===== config.mk =====
export PLATFORM = sky130hd
export DESIGN_NAME = mem_access_ctrl
export DESIGN_NICKNAME = d
export VERILOG_FILES = /design/src/rtl/mem_access_ctrl.sv
export SDC_FILE = /design/constraint.sdc
export NUM_CORES = 1
export LEC_CHECK = 0
export ABC_AREA = 1
export ABC_CLOCK_PERIOD_IN_PS = 3100
export CORE_MARGIN = 2
export CORE_UTILIZATION = 44
export CTS_CLUSTER_DIAMETER = 120
export DETAILED_ROUTE_END_ITERATION = 7
export HOLD_SLACK_MARGIN = 0.06
export PLACE_DENSITY = 0.79
export SLEW_MARGIN = 20
export SYNTH_ARGS = -nofsm -noshare
export SYNTH_HDL_FRONTEND = slang
export SYNTH_SLANG_ARGS = --single-unit

===== constraint.sdc =====
create_clock -name clk -period 3.1 [get_ports clk]
set_clock_uncertainty 0.1 [all_clocks]
set_input_delay 0.465 -clock clk [delete_from_list [all_inputs] [get_ports clk]]
set_output_delay 0.465 -clock clk [all_outputs]
set_load 0.005 [all_outputs]

===== src/rtl/mem_access_ctrl.sv =====
// Multi-cycle SRAM/MMIO access sequencer producing the microsequencer ready bit.
// Decodes the LC-3 keyboard and display device registers at FE00-FE06.
module mem_access_ctrl #(
  parameter int WAIT_STATES = 4,
  parameter int ADDR_W      = 16,
  parameter int DATA_W      = 16
) (
  input  logic              clk,
  input  logic              reset,
  input  logic              mio_en,
  input  logic              r_w,
  input  logic [ADDR_W-1:0] mar,
  input  logic [DATA_W-1:0] mdr_wdata,
  output logic [DATA_W-1:0] rdata,
  output logic              r_bit,
  output logic [ADDR_W-1:0] mem_addr,
  output logic [DATA_W-1:0] mem_wdata,
  output logic              mem_en,
  output logic              mem_we,
  input  logic [DATA_W-1:0] mem_rdata,
  input  logic              kbd_valid,
  input  logic [7:0]        kbd_data,
  output logic              disp_valid,
  output logic [7:0]        disp_data,
  input  logic              disp_ack
);

  localparam int CNT_W = (WAIT_STATES > 1) ? $clog2(WAIT_STATES) : 1;

  typedef enum logic [1:0] {IDLE, BUSY, DONE} state_t;

  state_t             state, next_state;
  logic [CNT_W-1:0]   cnt;
  logic               acc_write;
  logic               last_busy;
  logic               sel_kbsr, sel_kbdr, sel_dsr, sel_ddr, is_mmio;
  logic               kbsr_full, dsr_ready;
  logic [7:0]         kbdr, ddr;
  logic [DATA_W-1:0]  read_val;

  // mem_addr/mem_wdata double as the captured access, so MAR/MDR may move freely.
  always_ff @(posedge clk or posedge reset) begin
    if (reset) begin
      state     <= IDLE;
      cnt       <= '0;
      acc_write <= 1'b0;
      mem_addr  <= '0;
      mem_wdata <= '0;
    end else begin
      // NOTE: non-blocking assignments keep every register sampling pre-edge values.
      state <= next_state;
      if (state == IDLE && mio_en) begin
        cnt       <= '0;
        acc_write <= r_w;
        mem_addr  <= mar;
        mem_wdata <= mdr_wdata;
      end else if (state == BUSY) begin
        cnt <= cnt + CNT_W'(1);
      end
    end
  end

  always_comb begin
    // NOTE: defaults first so no path through this block can infer a latch.
    next_state = state;
    last_busy  = (state == BUSY) && (cnt == CNT_W'(WAIT_STATES - 1));
    unique case (state)
      IDLE:    if (mio_en) next_state = BUSY;
      BUSY:    if (last_busy) next_state = DONE;
      DONE:    next_state = IDLE;
      default: next_state = IDLE;
    endcase
  end

  always_comb begin
    sel_kbsr = (mem_addr == ADDR_W'(16'hFE00));
    sel_kbdr = (mem_addr == ADDR_W'(16'hFE02));
    sel_dsr  = (mem_addr == ADDR_W'(16'hFE04));
    sel_ddr  = (mem_addr == ADDR_W'(16'hFE06));
    is_mmio  = sel_kbsr | sel_kbdr | sel_dsr | sel_ddr;
    read_val = mem_rdata;
    if (sel_kbsr)      read_val = DATA_W'({kbsr_full, 15'b0});
    else if (sel_kbdr) read_val = DATA_W'({8'b0, kbdr});
    else if (sel_dsr)  read_val = DATA_W'({dsr_ready, 15'b0});
    else if (sel_ddr)  read_val = DATA_W'({8'b0, ddr});
  end

  assign r_bit     = (state == DONE);
  assign mem_en    = (state == BUSY) && !is_mmio;
  assign mem_we    = last_busy && acc_write && !is_mmio;
  assign disp_data = ddr;

  // Later assignments win: a completing DDR write overrides disp_ack, and a new
  // keyboard char overrides the KBSR clear of a completing KBDR read.
  always_ff @(posedge clk or posedge reset) begin
    if (reset) begin
      rdata      <= '0;
      kbsr_full  <= 1'b0;
      kbdr       <= '0;
      dsr_ready  <= 1'b1;
      ddr        <= '0;
      disp_valid <= 1'b0;
    end else begin
      disp_valid <= 1'b0;
      if (disp_ack) dsr_ready <= 1'b1;
      if (last_busy) begin
        if (acc_write) begin
          if (sel_ddr) begin
            ddr        <= mem_wdata[7:0];
            dsr_ready  <= 1'b0;
            disp_valid <= 1'b1;
          end
        end else begin
          rdata <= read_val;
          if (sel_kbdr) kbsr_full <= 1'b0;
        end
      end
      if (kbd_valid && (!kbsr_full || (last_busy && !acc_write && sel_kbdr))) begin
        kbdr      <= kbd_data;
        kbsr_full <= 1'b1;
      end
    end
  end

endmodule


# Yosys cells after proc, flatten, opt, wreduce, memory -nomap -nowiden
# Index checks and enable logic that the tools add are counted.
# W data, S select, Z words.
[classes]
n_addsub = 1
eq_ne = 10
bitwise = 4
n_mux = 20
reduce_logical = 20
[op_table]
columns = ["cell", "count"]
rows = [
  ["$eq A16 B16 Y1 const B", 4],
  ["$mux W16", 4],
  ["$mux W1", 11],
  ["$logic_and A1 B1 Y1", 8],
  ["$mux W2", 4],
  ["$reduce_and A3 Y1", 2],
  ["$reduce_bool A2 Y1", 3],
  ["$eq A2 B2 Y1 const B", 2],
  ["$ne A2 B2 Y1 const B", 2],
  ["$pmux W2 S2", 1],
  ["$reduce_and A2 Y1", 2],
  ["$logic_not A1 Y1", 3],
  ["$or A1 B1 Y1", 3],
  ["$add A2 B1 Y2 const B", 1],
  ["$eq A2 B1 Y1 const B", 1],
  ["$logic_not A2 Y1", 1],
  ["$ne A2 B1 Y1 const B", 1],
  ["$logic_or A1 B1 Y1", 1],
  ["$not A1 Y1", 1],
]
[word_totals]
input_bits = 62
output_inout_bits = 60
reg_bits = 72
wordCells = 66

# Longest topological paths before layout
[logic_depth]
ltp_word = 8
ltp_mapped = 11

# Worst setup path after synthesis
# Ideal clock, no wire load.
[synth_path]
path_kind = "register to output"
start = "register mem_addr[1]"
end = "output port mem_we"
stages_incl_launch_ff = 8
setup_slack_ps = 1305
path_buffers = 0
arrival_time_ps = 1230
path_cell_list = "dfrtp_1 inv_1 nor2_1 nand2_1 nor2_2 o21ai_2 nand2_2 nor3_1"
[synth_between]
elab_chain_len = 6
[synth_lines]
columns = ["item", "line", "source"]
rows = [
  ["from (decl)", "16", "output logic [ADDR_W-1:0] mem_addr,"],
  ["from (signal assigned)", "55", "mem_addr <= mar;"],
  ["$eq A16 B16 Y1 (on tied branches)", "76, 77", ""],
  ["$or A1 B1 Y1 (2 in series)", "80", "is_mmio = sel_kbsr | sel_kbdr | sel_dsr | sel_ddr;"],
  ["$or A1 B1 Y1 *", "80", ""],
  ["$logic_not A1 Y1 *", "90", "assign mem_we = last_busy && acc_write && !is_mmio;"],
  ["$logic_and A1 B1 Y1 *", "90", ""],
  ["to (decl)", "19", "output logic mem_we,"],
]
# Mark *: on every way between the ends. The rest lies on a longest branch, timed or not.

# Worst setup path in the final report
# Same ends and word-level chain as after synthesis.

==> impl_metrics.prom <==
# TYPE chip_impl_metric gauge
chip_impl_metric{name="shortest_clock_period_the_worst_path_allows_after_layout",unit="ps"} 2860
chip_impl_info{name="min-delay-start",value="rdata[7]$_DFFE_PP0N_"} 1
chip_impl_metric{name="die_area",unit="um2"} 7850
chip_impl_metric{name="crit_required",unit="ps"} 2530
chip_impl_info{name="final_common_cell",value="nand2_1"} 1
chip_impl_metric{name="ios",unit=""} 122
chip_impl_info{name="most-common-layout-cells",value="nand2_1, clkdlybuf4s50_1, dfrtp_1"} 1
chip_impl_metric{name="dpl_cell_area",unit="um2"} 4470
chip_impl_info{name="setup.worst_path.start_class",value="register"} 1
chip_impl_metric{name="max_clock_freq",unit="MHz"} 349
chip_impl_metric{name="setup_viol",unit=""} 0
chip_impl_metric{name="drt.antenna.violating_nets",unit=""} 0
chip_impl_metric{name="grt_max_degree",unit=""} 47
chip_impl_metric{name="regArea",unit="um2"} 1800
chip_impl_metric{name="syn_inst",unit=""} 384
chip_impl_metric{name="globalRouteMet2Util",unit=""} 0.375
chip_impl_metric{name="finish.net_count",unit=""} 571
chip_impl_metric{name="hpwl",unit="mm"} 6.10
chip_impl_metric{name="first_iter_violations",unit=""} 155
chip_impl_metric{name="final_max_slew_viol_count",unit=""} 0
chip_impl_metric{name="gr-usage-met3",unit=""} 0.0485
chip_impl_metric{name="static-leakage-power",unit="nW"} 2.25
chip_impl_metric{name="crit_path_max_incr_delay",unit="ps"} 530
chip_impl_metric{name="gpl.final_weighted_congestion",unit=""} 0.843
chip_impl_metric{name="dr_total_vias",unit=""} 2874
chip_impl_info{name="rr_endpoint",value="kbdr[4]$_DFFE_PP0P_"} 1
chip_impl_metric{name="remaining_drc_errors",unit=""} 0
chip_impl_metric{name="comb_power_share",unit=""} 0.401
chip_impl_metric{name="yosysSeqAreaShare",unit=""} 0.573
chip_impl_metric{name="die_width",unit="um"} 88.6
chip_impl_metric{name="multi_input_comb_area",unit="um2"} 1180
chip_impl_metric{name="die_h",unit="um"} 88.6
chip_impl_info{name="unrepaired_setup_endpoints_after_global_routing",value="no"} 1
chip_impl_metric{name="start_util",unit=""} 0.458
chip_impl_metric{name="yosys.cell_types.count",unit=""} 27
chip_impl_metric{name="use_met1",unit=""} 0.262
chip_impl_metric{name="max-cap-violations",unit=""} 0
chip_impl_metric{name="grt_first_pass_wirelength",unit="mm"} 13.0
chip_impl_metric{name="worst-path-max-fanout",unit=""} 10
chip_impl_metric{name="areaGrowthSynthToFinish",unit="%"} 47.5
chip_impl_info{name="timing.hold.worst_endpoint",value="rdata[7]$_DFFE_PP0N_"} 1
chip_impl_metric{name="total_power",unit="mW"} 3.62
chip_impl_metric{name="cellPowerDensity",unit="nW/um2"} 780
chip_impl_metric{name="ratio_of_cells_with_drive_above_1_in_the_final_layout",unit=""} 0.0647
chip_impl_metric{name="clock_insertion_delay_at_the_later_pin_of_the_skew_report",unit="ps"} 330
chip_impl_metric{name="numClockSinks",unit=""} 72
chip_impl_metric{name="final.hold.worst_slack",unit="ps"} 377
chip_impl_metric{name="timing.critical_path.buf_inv",unit=""} 2
chip_impl_metric{name="cts_htree_levels",unit=""} 3
chip_impl_metric{name="cts-resized-gates",unit=""} 0
chip_impl_metric{name="number_of_warnings_reported_in_the_yosys_synthesis_log",unit=""} 0
chip_impl_metric{name="n_antenna_cell",unit=""} 0
chip_impl_metric{name="vdd_drop_max",unit="uV"} 466
chip_impl_metric{name="final_worst_path_period_share",unit=""} 0.923
chip_impl_metric{name="clock_path_buffers",unit=""} 2
chip_impl_metric{name="clkSlewWorstSetupHoldPaths",unit="ps"} 70
chip_impl_info{name="cp_slowest_cell",value="clkdlybuf4s50_1"} 1
chip_impl_metric{name="worstPathArrival",unit="ps"} 2300
chip_impl_metric{name="cts_buffers",unit=""} 9
chip_impl_metric{name="p_switching",unit="mW"} 1.15
chip_impl_info{name="critPathTopFamily",value="simple AND/OR/NAND/NOR gates"} 1
chip_impl_metric{name="syn_area_per_cell",unit="um2"} 8.20
chip_impl_metric{name="r2r.worst_path.cells",unit=""} 8
chip_impl_info{name="endpoint_kind",value="output port"} 1
chip_impl_info{name="hold_path_class",value="reg -> reg"} 1
chip_impl_info{name="cts_tree",value="built"} 1
chip_impl_metric{name="avgRoutedWirePerCell",unit="um"} 13.2
chip_impl_metric{name="numPortBuffers",unit=""} 121
chip_impl_metric{name="final_area",unit="um2"} 4640
chip_impl_metric{name="clkPwrFrac",unit=""} 0.189
chip_impl_metric{name="ctsHoldBuffers",unit=""} 0
chip_impl_metric{name="register_to_register_setup_slack",unit="ps"} 1220
chip_impl_metric{name="slew_hr",unit=""} 0.560
chip_impl_metric{name="core",unit="um2"} 6870
chip_impl_metric{name="detailedRoute.firstPassIterationCount",unit=""} 6
chip_impl_metric{name="max_slew.worst_pin.slew",unit="ps"} 659
chip_impl_info{name="grt-busiest-layer",value="met2"} 1
chip_impl_metric{name="cell_internal_pwr",unit="mW"} 2.47
chip_impl_metric{name="hold_viol_final",unit=""} 0
chip_impl_metric{name="synth-seq-cells",unit=""} 72
chip_impl_metric{name="fillers",unit=""} 574
chip_impl_metric{name="route.final.wire_length",unit="mm"} 8.02
chip_impl_metric{name="syn-cell-area",unit="um2"} 3150
chip_impl_metric{name="grt_pass1_vias",unit=""} 2838
chip_impl_info{name="critical_path.cell_chain",value="inv_1, nor2_1, nand2_1, nor2_2, o21ai_2, nand2_2, nor3_1, clkdlybuf4s50_1"} 1
chip_impl_info{name="outcome",value="completed"} 1
chip_impl_metric{name="fraction_of_power_consumed_by_sequential_logic",unit=""} 0.410
chip_impl_metric{name="vias_per_cell",unit=""} 4.74
chip_impl_info{name="clockRootBuffer",value="clkbuf_8"} 1
chip_impl_metric{name="netSwitchingFraction",unit=""} 0.317
chip_impl_info{name="timing.setup.critical_path_class",value="reg -> out"} 1
chip_impl_metric{name="worst_hold_path.num_cells",unit=""} 2
chip_impl_metric{name="grt.overflow.total",unit=""} 0
chip_impl_info{name="launch_instance_of_the_worst_register_to_register_path",value="mem_addr[8]$_DFFE_PP0P_"} 1
chip_impl_metric{name="placementRows",unit=""} 30
chip_impl_metric{name="gr-usage-all-layers",unit=""} 0.217
chip_impl_metric{name="post_cts_setup_inserts",unit=""} 0
chip_impl_metric{name="antenna_found_initial",unit=""} 0
chip_impl_metric{name="postSynthNetCount",unit=""} 447
chip_impl_metric{name="finalSetupTns",unit="ps"} 0
## logic make-up after synthesis
| group | share of synthesized area |
|---|---|
| AOI/OAI and AO/OA | 0.0636 |
| DFF | 0.573 |
| buffers and inverters | 0.0521 |
| adders and majority gates | 0.00397 |
| and+or+nand+nor | 0.308 |
## synthesized netlist by cell type (all sizes together)
library cell,instances,share of area
clkbuf,8,0.0095
nor3,1,0.0016
nand4,1,0.0020
nand2,186,0.23
nand3,21,0.033
a21oi,2,0.0044
a22o,1,0.0028
buf,3,0.0056
a21boi,1,0.0024
inv,30,0.036
nand3b,6,0.014
dfstp,1,0.0083
clkinv,1,0.0012
ha,1,0.0040
nor2,19,0.026
dfrtp,71,0.56
o21ai,31,0.054
## cell type report
cell class	count	area share
Multi-Input combinational cell	270	0.254
Clock buffer	12	0.0313
Sequential cell	72	0.388
Inverter	31	0.0251
Tap cell	96	0.0259
Timing Repair Buffer	124	0.268
Clock inverter	1	0.00647
## power by group through the flow
stage	Combinational (mW)	Sequential, mW	Clock, mW
after floorplan	0.568	1.51	0
after global placement	1.43	1.48	0
after detailed placement	1.46	1.50	0
after CTS	1.47	1.49	0.697
after global routing	1.61	1.52	0.738
final	1.45	1.48	0.686
## worst register-to-register path: stages, from the launching register on
cell and delay [ps]:
dfrtp_1 390, inv_1 70, nand4_1 120, nor2_4 340, nand2_2 150, o21ai_4 320, nand2_4 140, nand2_1 100
nand2_1 50
## state kept, by name (all words and copies together) (netlist names)
register    cells
kbsr_full       1
kbdr            8
dsr_ready       1
disp_valid      1
mem_addr       16
acc_write       1
mem_wdata      16
disp_data       8
state           2
cnt             2
rdata          16
## worst max-delay path by stage
stage,end,from,slack (ps),cells past startpoint
floorplan,acc_write$_DFFE_PP0P_,reset,710,1
global placement,mem_we,mem_addr[4]$_DFFE_PP0P_,720,7
detailed placement,mem_we,mem_addr[1]$_DFFE_PP0P_,600,8
CTS,mem_we,mem_addr[1]$_DFFE_PP0P_,240,8
global route,mem_we,mem_addr[1]$_DFFE_PP0P_,130,8
finish,mem_we,mem_addr[1]$_DFFE_PP0P_,240,8
## routing by layer
metal / up-vias / share of wire
li1: 1434 / -
met1: 1329 / 0.42
met2: 95 / 0.50
met3: 16 / 0.063
met4: 0 / 0.022
met5: - / 0
## per-stage QoR
step	std cells	utilization	setup WS (ps)
finish	606	0.676	238
global route	606	0.676	129
CTS	606	0.676	236
detailed placement	593	0.650	595
global placement	593	0.650	720
floorplan	384	-	712
Power figures use the tool's default switching activity.
